### src/rtl/cpu_pkg.sv
// Shared CPU datapath types and sizing for the integer register file.
package cpu_pkg;
    localparam int DATA_WIDTH              = 32;
    localparam int NUM_REGISTERS           = 32;
    localparam int REGISTER_INDEXING_WIDTH = $clog2(NUM_REGISTERS);
    localparam int MAX_PENDING             = 3;
    localparam int PENDING_WIDTH           = $clog2(MAX_PENDING + 1);

    typedef logic [DATA_WIDTH-1:0]              data_t;
    typedef logic [REGISTER_INDEXING_WIDTH-1:0] reg_index_t;
    typedef logic [PENDING_WIDTH-1:0]           pending_t;
endpackage

### src/rtl/register_pending_counter.sv
// Outstanding-write counter for one architectural register, with a sticky
// flag raised when a writeback arrives that nothing had reserved.
module register_pending_counter
    import cpu_pkg::*;
(
    input  logic clk,
    input  logic rst,
    input  logic inc,
    input  logic dec,
    input  logic clear,
    output logic at_max,
    output logic is_zero,
    output logic is_one,
    output logic underflow
);
    pending_t count_q, count_d;
    logic     underflow_q, underflow_d;

    always_comb begin
        count_d     = count_q;
        underflow_d = 1'b0;
        // Flush wins outright, so a release racing a squash is never an error.
        if (clear) begin
            count_d = '0;
        end else if (inc && !dec) begin
            count_d = count_q + pending_t'(1);
        end else if (dec && !inc) begin
            if (count_q == '0) underflow_d = 1'b1;
            else               count_d     = count_q - pending_t'(1);
        end
    end

    always_ff @(posedge clk or posedge rst) begin
        if (rst) begin
            count_q     <= '0;
            underflow_q <= 1'b0;
        end else begin
            count_q     <= count_d;
            underflow_q <= underflow_q | underflow_d;
        end
    end

    assign at_max    = (count_q == pending_t'(MAX_PENDING));
    assign is_zero   = (count_q == '0);
    assign is_one    = (count_q == pending_t'(1));
    assign underflow = underflow_q;
endmodule

### src/rtl/register_file_scoreboard.sv
// Integer register file with per-register pending-write scoreboard and two
// combinational read ports that forward a same-cycle writeback.
module register_file_scoreboard
    import cpu_pkg::*;
(
    input  logic       clk,
    input  logic       rst,
    input  reg_index_t write_register,
    input  data_t      write_data,
    input  logic       write_activate,
    input  reg_index_t reserve_register,
    input  logic       reserve_activate,
    output logic       reserve_ready,
    input  logic       flush,
    input  reg_index_t read_register_a,
    output data_t      read_data_a,
    output logic       read_ready_a,
    input  reg_index_t read_register_b,
    output data_t      read_data_b,
    output logic       read_ready_b,
    output logic       underflow_error
);
    data_t regs_q [NUM_REGISTERS];

    logic                     write_en;
    logic [NUM_REGISTERS-1:0] release_vec;
    logic [NUM_REGISTERS-1:0] inc_vec;
    logic [NUM_REGISTERS-1:0] max_vec;
    logic [NUM_REGISTERS-1:0] zero_vec;
    logic [NUM_REGISTERS-1:0] one_vec;
    logic [NUM_REGISTERS-1:0] uf_vec;

    assign write_en = write_activate && (write_register != '0);

    always_ff @(posedge clk or posedge rst) begin
        if (rst) begin
            for (int i = 0; i < NUM_REGISTERS; i++) regs_q[i] <= '0;
        end else if (write_en) begin
            regs_q[write_register] <= write_data;
        end
    end

    // x0 behaves as a counter that is permanently empty and never saturates.
    assign release_vec[0] = 1'b0;
    assign inc_vec[0]     = 1'b0;
    assign max_vec[0]     = 1'b0;
    assign zero_vec[0]    = 1'b1;
    assign one_vec[0]     = 1'b0;
    assign uf_vec[0]      = 1'b0;

    generate
        for (genvar gi = 1; gi < NUM_REGISTERS; gi++) begin : g_pending
            assign release_vec[gi] = write_activate && (write_register == reg_index_t'(gi));
            assign inc_vec[gi]     = reserve_ready && (reserve_register == reg_index_t'(gi));

            register_pending_counter u_counter (
                .clk       (clk),
                .rst       (rst),
                .inc       (inc_vec[gi]),
                .dec       (release_vec[gi]),
                .clear     (flush),
                .at_max    (max_vec[gi]),
                .is_zero   (zero_vec[gi]),
                .is_one    (one_vec[gi]),
                .underflow (uf_vec[gi])
            );
        end
    endgenerate

    // A full counter can still accept when its release lands in the same cycle.
    assign reserve_ready = reserve_activate &&
                           (!max_vec[reserve_register] || release_vec[reserve_register]);

    assign read_data_a  = (read_register_a == '0) ? '0 :
                          (write_en && write_register == read_register_a) ? write_data :
                          regs_q[read_register_a];
    assign read_ready_a = zero_vec[read_register_a] ||
                          (one_vec[read_register_a] && release_vec[read_register_a]);

    assign read_data_b  = (read_register_b == '0) ? '0 :
                          (write_en && write_register == read_register_b) ? write_data :
                          regs_q[read_register_b];
    assign read_ready_b = zero_vec[read_register_b] ||
                          (one_vec[read_register_b] && release_vec[read_register_b]);

    assign underflow_error = |uf_vec;
endmodule

### config.mk
export PLATFORM = sky130hd
export DESIGN_NAME = register_file_scoreboard
export DESIGN_NICKNAME = d
export VERILOG_FILES = /design/src/rtl/cpu_pkg.sv /design/src/rtl/register_pending_counter.sv /design/src/rtl/register_file_scoreboard.sv
export SDC_FILE = /design/constraint.sdc
export NUM_CORES = 2
export LEC_CHECK = 0
export CELL_PAD_IN_SITES_DETAIL_PLACEMENT = 2
export CELL_PAD_IN_SITES_GLOBAL_PLACEMENT = 2
export CORE_MARGIN = 3
export CORE_UTILIZATION = 43
export DETAILED_ROUTE_END_ITERATION = 10
export GPL_ROUTABILITY_DRIVEN = 1
export PLACE_DENSITY_LB_ADDON = 0.05
export SETUP_SLACK_MARGIN = 0.3
export SYNTH_ARGS = -nofsm -noshare
export SYNTH_HDL_FRONTEND = slang
export SYNTH_SLANG_ARGS = --single-unit
### constraint.sdc
create_clock -name clk -period 46.6 [get_ports clk]
set_input_delay 9.32 -clock clk [delete_from_list [all_inputs] [get_ports clk]]
set_output_delay 9.32 -clock clk [all_outputs]
set_load 0.01 [all_outputs]
# Word-level counts from Yosys, hierarchy flattened
# Index checks and enable logic that the tools add are counted.
dict set report totals {
  latch_bits 0
  mem_bits_rw 0
  out_inout_bits 68
  ff_bits 1117
  memories 0
  mem_bits_ro 0
}
dict set report op_classes {
  muxes 277
  multipliers 0
  n_reduce_logical 294
  magnitude_cmp 7
  shifts 0
  addsub 62
  eq_ne 157
  n_div 0
  bitwise_logic 34
}
# cell n
set op_table {}
lappend op_table {{$bwmux W1024} 1}
lappend op_table {{$bmux W32 S5} 2}
lappend op_table {{$mux W32} 9}
lappend op_table {{$mux W2} 124}
lappend op_table {{$demux W32 S5} 1}
lappend op_table {{$eq A5 B5 Y1 const B} 32}
lappend op_table {{$mux W1} 132}
lappend op_table {{$logic_and A1 B1 Y1} 131}
lappend op_table {{$ne A3 B3 Y1 const B} 31}
lappend op_table {{$reduce_bool A3 Y1} 31}
lappend op_table {{$eq A5 B4 Y1 const B} 16}
lappend op_table {{$logic_not A1 Y1} 63}
lappend op_table {{$add A2 B1 Y2 const B} 31}
lappend op_table {{$eq A2 B1 Y1 const B} 31}
lappend op_table {{$eq A2 B2 Y1 const B} 31}
lappend op_table {{$logic_not A2 Y1} 31}
lappend op_table {{$reduce_and A2 Y1} 31}
lappend op_table {{$sub A2 B1 Y2 const B} 31}
lappend op_table {{$bmux W1 S5} 8}
lappend op_table {{$eq A5 B3 Y1 const B} 8}
lappend op_table {{$or A1 B1 Y1} 31}
lappend op_table {{$reduce_or A31 Y1} 1}
lappend op_table {{$eq A5 B2 Y1 const B} 4}
lappend op_table {{$ge A6 B6 Y1 const B} 3}
lappend op_table {{other kinds (8)} 17}

# Longest topological paths before layout
dict set report logic_depth {
  word_depth 13
  depth_mapped 12
  ltp_nobuf 9
}

# Modules after synthesis
# From an unflattened synthesis, not the netlist that was laid out.
dict set report unflattened {
  hier_cells 5158
  hier_area_um2 63901.3
}
# module area_per_inst_um2 n_inst cells_per_inst
set modules_own_cells {}
lappend modules_own_cells {register_file_scoreboard 57074.7 1 4445}
lappend modules_own_cells {register_pending_counter 220.2 31 23}

# Least setup slack after synthesis
# OpenSTA, ideal clock, no wires.
dict set report synth_path {
  kind {input to output}
  from {in read_register_a[0]}
  to {out read_data_a[16]}
  path_stages 6
  path_slack_ns 25.909
  n_path_buf 2
  required_ns 37.280
  t_arrival_ns 11.371
  path_cell_list {clkbuf_1 > buf_1 > mux4_2 > mux4_2 > mux2i_1 > a211oi_1}
}
dict set report synth_via {
  elab_chain_cells 6
}
# item line
set synth_rtl {}
lappend synth_rtl {{start, declared} register_file_scoreboard.sv:15} ;# input reg_index_t read_register_a,
lappend synth_rtl {{$not A5 Y6 (implied by the code)} register_file_scoreboard.sv:76} ;# regs_q[read_register_a];
lappend synth_rtl {{$bmux W32 S5} register_file_scoreboard.sv:76}
lappend synth_rtl {{$mux W32 (implied by the code) (2 in a row)} register_file_scoreboard.sv:76}
lappend synth_rtl {{$mux W32} register_file_scoreboard.sv:75} ;# (write_en && write_register == read_register_a) ? write_data :
lappend synth_rtl {{$mux W32 *} register_file_scoreboard.sv:74} ;# assign read_data_a = (read_register_a == '0) ? '0 :
lappend synth_rtl {{end, declared} register_file_scoreboard.sv:16} ;# output data_t read_data_a,
# Every way passes the cells marked *; elsewhere a longest branch is shown, timed or not. The select of a mux whose other input is x is not followed.

# Worst setup path after layout
dict set report layout_path {
  from {in read_register_b[0]}
  to {out read_data_b[3]}
}
dict set report layout_via {
  elab_chain_cells 6
}
# item line
set layout_rtl {}
lappend layout_rtl {{start, declared} register_file_scoreboard.sv:18} ;# input reg_index_t read_register_b,
lappend layout_rtl {{$not A5 Y6 (implied by the code)} register_file_scoreboard.sv:82} ;# regs_q[read_register_b];
lappend layout_rtl {{$bmux W32 S5} register_file_scoreboard.sv:82}
lappend layout_rtl {{$mux W32 (implied by the code) (2 in a row)} register_file_scoreboard.sv:82}
lappend layout_rtl {{$mux W32} register_file_scoreboard.sv:81} ;# (write_en && write_register == read_register_b) ? write_data :
lappend layout_rtl {{$mux W32 *} register_file_scoreboard.sv:80} ;# assign read_data_b = (read_register_b == '0) ? '0 :
lappend layout_rtl {{end, declared} register_file_scoreboard.sv:19} ;# output data_t read_data_b,
# Marked as above.

==> summary.md <==
| Metric | Value |
|---|---|
| Postcts setup bufs | `0` |
| Sequential share of power | `42.7%` |
| Synth Register Bits | `1117` |
| P_sw | `0.911 mW` |
| Final Hold Fails | `0` |
| Syn Nets | `6216` |
| Vias per cell | `6.63` |
| Ys flop type | `dfrtp_1` |
| Core area | `0.146 sq mm` |
| Worst Setup End Kind | `primary output` |
| GRT Total Usage | `37.8%` |
| Worst Path Arrival | `14320 ps` |
| Worst Path Class, Setup | `in2out` |
| Longest Clk Path Bufs | `3` |
| Clock skew | `20.3 ps` |
| Top cell type's share of synthesized area | `43.8%` |
| Max Freq | `0.0423 GHz` |
| Synthesized instance count | `6066` |
| Final net count | `6041` |
| Slew HR | `14.2%` |
| Hold_ws | `398 ps` |
| CTS tree | `yes` |
| Net Sw Frac | `30.2%` |
| Fillers | `14.7k` |
| PnR worst setup slack | `22960 ps` |
| P_leak | `33.2 nW` |
| Die width | `391 um` |
| Distinct cells, synth | `76` |
| Layout cell share with drive strength beyond 1 | `22.0%` |
| Worst vdd ir | `0.0000385 V` |
| Worst-Skew Late Latency | `770 ps` |
| Die height | `391 um` |
| Syn Area/Cell | `10.5 sq um` |
| CP dominant cell by count | `buf_4` |
| Initial Utilization | `43.6%` |
| Vias in the first global route | `57.3k` |
| I/O pins | `125` |
| Synth warn | `0` |
| Total CTS buffers | `138` |
| PortBufs | `124` |
| Synthesized area | `0.0638 sq mm` |
| Pre-CTS setup slack | `22800 ps` |
| Status | `complete, no violations` |
| Final ANT Viol Nets | `0` |
| Worst-path clk slew | `60 ps` |
| Clk pwr share | `36.9%` |
| Post-synthesis async set-or-reset flop share | `100%` |
| Num rows | `140` |
| Pin count of the biggest net entering global routing | `82` |
| Cell-internal power | `2.10 mW` |
| Setup TNS | `0 ps` |
| Iter 0 DRT Violations | `5452` |
| Final period util | `50.7%` |
| Worst Path Max Fanout | `43` |
| DPL Wire Length | `156 mm` |
| Routed wire length per instance | `36.0 um` |
| Seq/Total Area, Yosys | `43.8%` |
| # hold bufs at CTS | `0` |
| Global-route wire length before repair | `417 mm` |
| Post-CTS resize count | `0` |
| DRC Markers | `0` |
| CP Cell Sequence | `buf_8 -> buf_4 -> buf_4 -> buf_4 -> mux4_2 -> mux4_2 -> mux2i_1 -> a211oi_1 -> clkdlybuf4s50_1` |
| Critical-path top delay cell | `buf_4` |
| Post-synth EDFFs | `0` |
| Unrepaired setup endpoints after global routing | `no` |
| Tmin final | `23640 ps` |
| Slew @ Worst Pin | `1280 ps` |
| Crit start category | `input pin` |
| Crit-path max cell delay | `800 ps` |
| CP Buf/Inv Count | `5` |
| CP required | `37280 ps` |
| Max-cap violations | `0` |
| Initial DRT Pass Iterations | `7` |
| Power Dens Cells | `42.3 mW/mm^2` |
| CP delay by family, top | `buffers and inverters` |
| Top cells by area, synth | `dfrtp_1 (44%), mux4_2 (24%), nand2_1 (15%)` |
| Setup violations, final | `0` |
| P&R area growth vs syn | `11.7%` |
| Final wirelength | `285 mm` |
| Initial antenna violation count | `8` |
| Max Slew Vio Count | `0` |
| Root buffer cell | `clkbuf_16` |
| Area leader, netlist | `dfrtp_1` |
| RePlAce Congestion | `0.833` |
| Hold Crit Class | `reg2reg` |
| DIE AREA | `0.153 sq mm` |
| Clk sinks | `1117` |
| Congestion Overflow GR | `0` |
| Gate power share | `20.4%` |
| # H-tree levels | `4` |
| Vias | `52.5k` |
## final cells by class
class	instances	area (sq um)	area share, %
multi-input cells	4296	33700	47.3
flip-flops and latches	1117	28000	39.2
clock buffers	204	4070	5.72
well taps	1917	2400	3.37
repair buffers	264	2320	3.25
clock inverters	44	518	0.727
inverters	74	285	0.400
diodes	1	2.50	0.00351
## synthesized netlist by cell type, types with 6 or more instances
master,number
o21ai_0,32
a22oi_1,6
dfrtp_1,1117
mux2i_1,103
nand4_1,11
ha_1,93
o311ai_1,13
and3_1,8
clkbuf_1,439
a211oi_1,80
a21oi_1,48
nor3_1,29
nand2_1,2518
buf_2,48
o31ai_1,9
a311oi_1,6
mux4_2,669
nand3_1,31
a31oi_1,12
mux2_2,196
xnor2_1,13
or4_1,7
o22ai_1,12
and2_1,8
nor2b_1,7
buf_6,7
nor4_1,34
buf_1,81
o211ai_1,9
nand2b_1,7
inv_1,74
nor2_1,218
a41o_1,29
## registers in the layout, indices dropped and copies added (netlist names)
name and flops:
g_pending.u_counter.count_q 62, g_pending.u_counter.underflow 31, regs_q 1024
## cells by family (layout without fill, tap and decap cells)
group / after synthesis / after routing / synth area share (%)
compound gates: 304 / 304 / 3.54
xor+xnor: 17 / 17 / 0.233
fa+ha+maj: 93 / 93 / 1.82
buf+inv: 653 / 586 / 4.04
flops: 1117 / 1117 / 43.8
mux: 968 / 968 / 28.7
other cells: 0 / 1 / 0
simple gates: 2914 / 2914 / 17.9
## worst register-to-register path, stage by stage (launching register included)
cell	delay, ps
dfrtp_1	460
ha_1	270
mux4_2	530
mux4_2	570
a31oi_4	750
nand3_1	290
o311ai_1	440
## metal layers
metal | track usage [%] | vias to the layer above | share of wire (%)
met5 | 0 | - | 0
met4 | 15.7 | 0 | 4.8
met3 | 5.89 | 672 | 7.2
met2 | 61.9 | 2328 | 48
met1 | 50.3 | 28900 | 40
li1 | - | 20700 | -
## power by group through the flow
stage | clock [mW] | combinational (mW) | sequential (mW)
after CTS | 1.13 | 0.618 | 1.28
after global routing | 1.17 | 0.665 | 1.31
final | 1.11 | 0.616 | 1.29
after global placement | 0 | 0.580 | 1.28
after detailed placement | 0 | 0.609 | 1.29
after floorplan | 0 | 0.435 | 1.24
## metrics by stage
step                util, %  cell area, sq um  cells  power [mW]
floorplan                 -             63800   6066        1.67
global placement       45.5             66700   7668        1.86
detailed placement     45.5             66700   7668        1.90
CTS                    48.7             71300   7916        3.03
global route           48.7             71300   7916        3.14
finish                 48.7             71300   7917        3.02
## cell usage in the layout (no fill, tap or decap), types with 31 or more instances in the layout
cell type	netlist	layout
clkbuf_8	0	33
clkbuf_16	0	140
a211oi_1	80	80
mux2i_1	103	103
mux2_2	196	196
buf_4	4	143
dfrtp_1	1117	1117
inv_1	74	72
o21ai_0	32	32
mux4_2	669	669
nor4_1	34	34
nand2_1	2518	2487
a21oi_1	48	48
ha_1	93	93
clkdlybuf4s50_1	0	113
nor2_1	218	191
clkbuf_1	439	31
nand3_1	31	31
## final timing paths
path	start	to	slack, ps	cells past startpoint
max	read_register_b[0]	read_data_b[3]	22960	9
min	regs_q[1012]	regs_q[1012]	400	0
max reg2reg	g_pending[31].u_counter.count_q[0]	g_pending[21].u_counter.count_q[0]	43170	6
min reg2reg	regs_q[1012]	regs_q[1012]	400	0
max in group asynchronous	rst	regs_q[946]	33710	6
min in group asynchronous	rst	g_pending[16].u_counter.count_q[1]	9040	2
No activity file was read; power rests on OpenSTA's default activity.
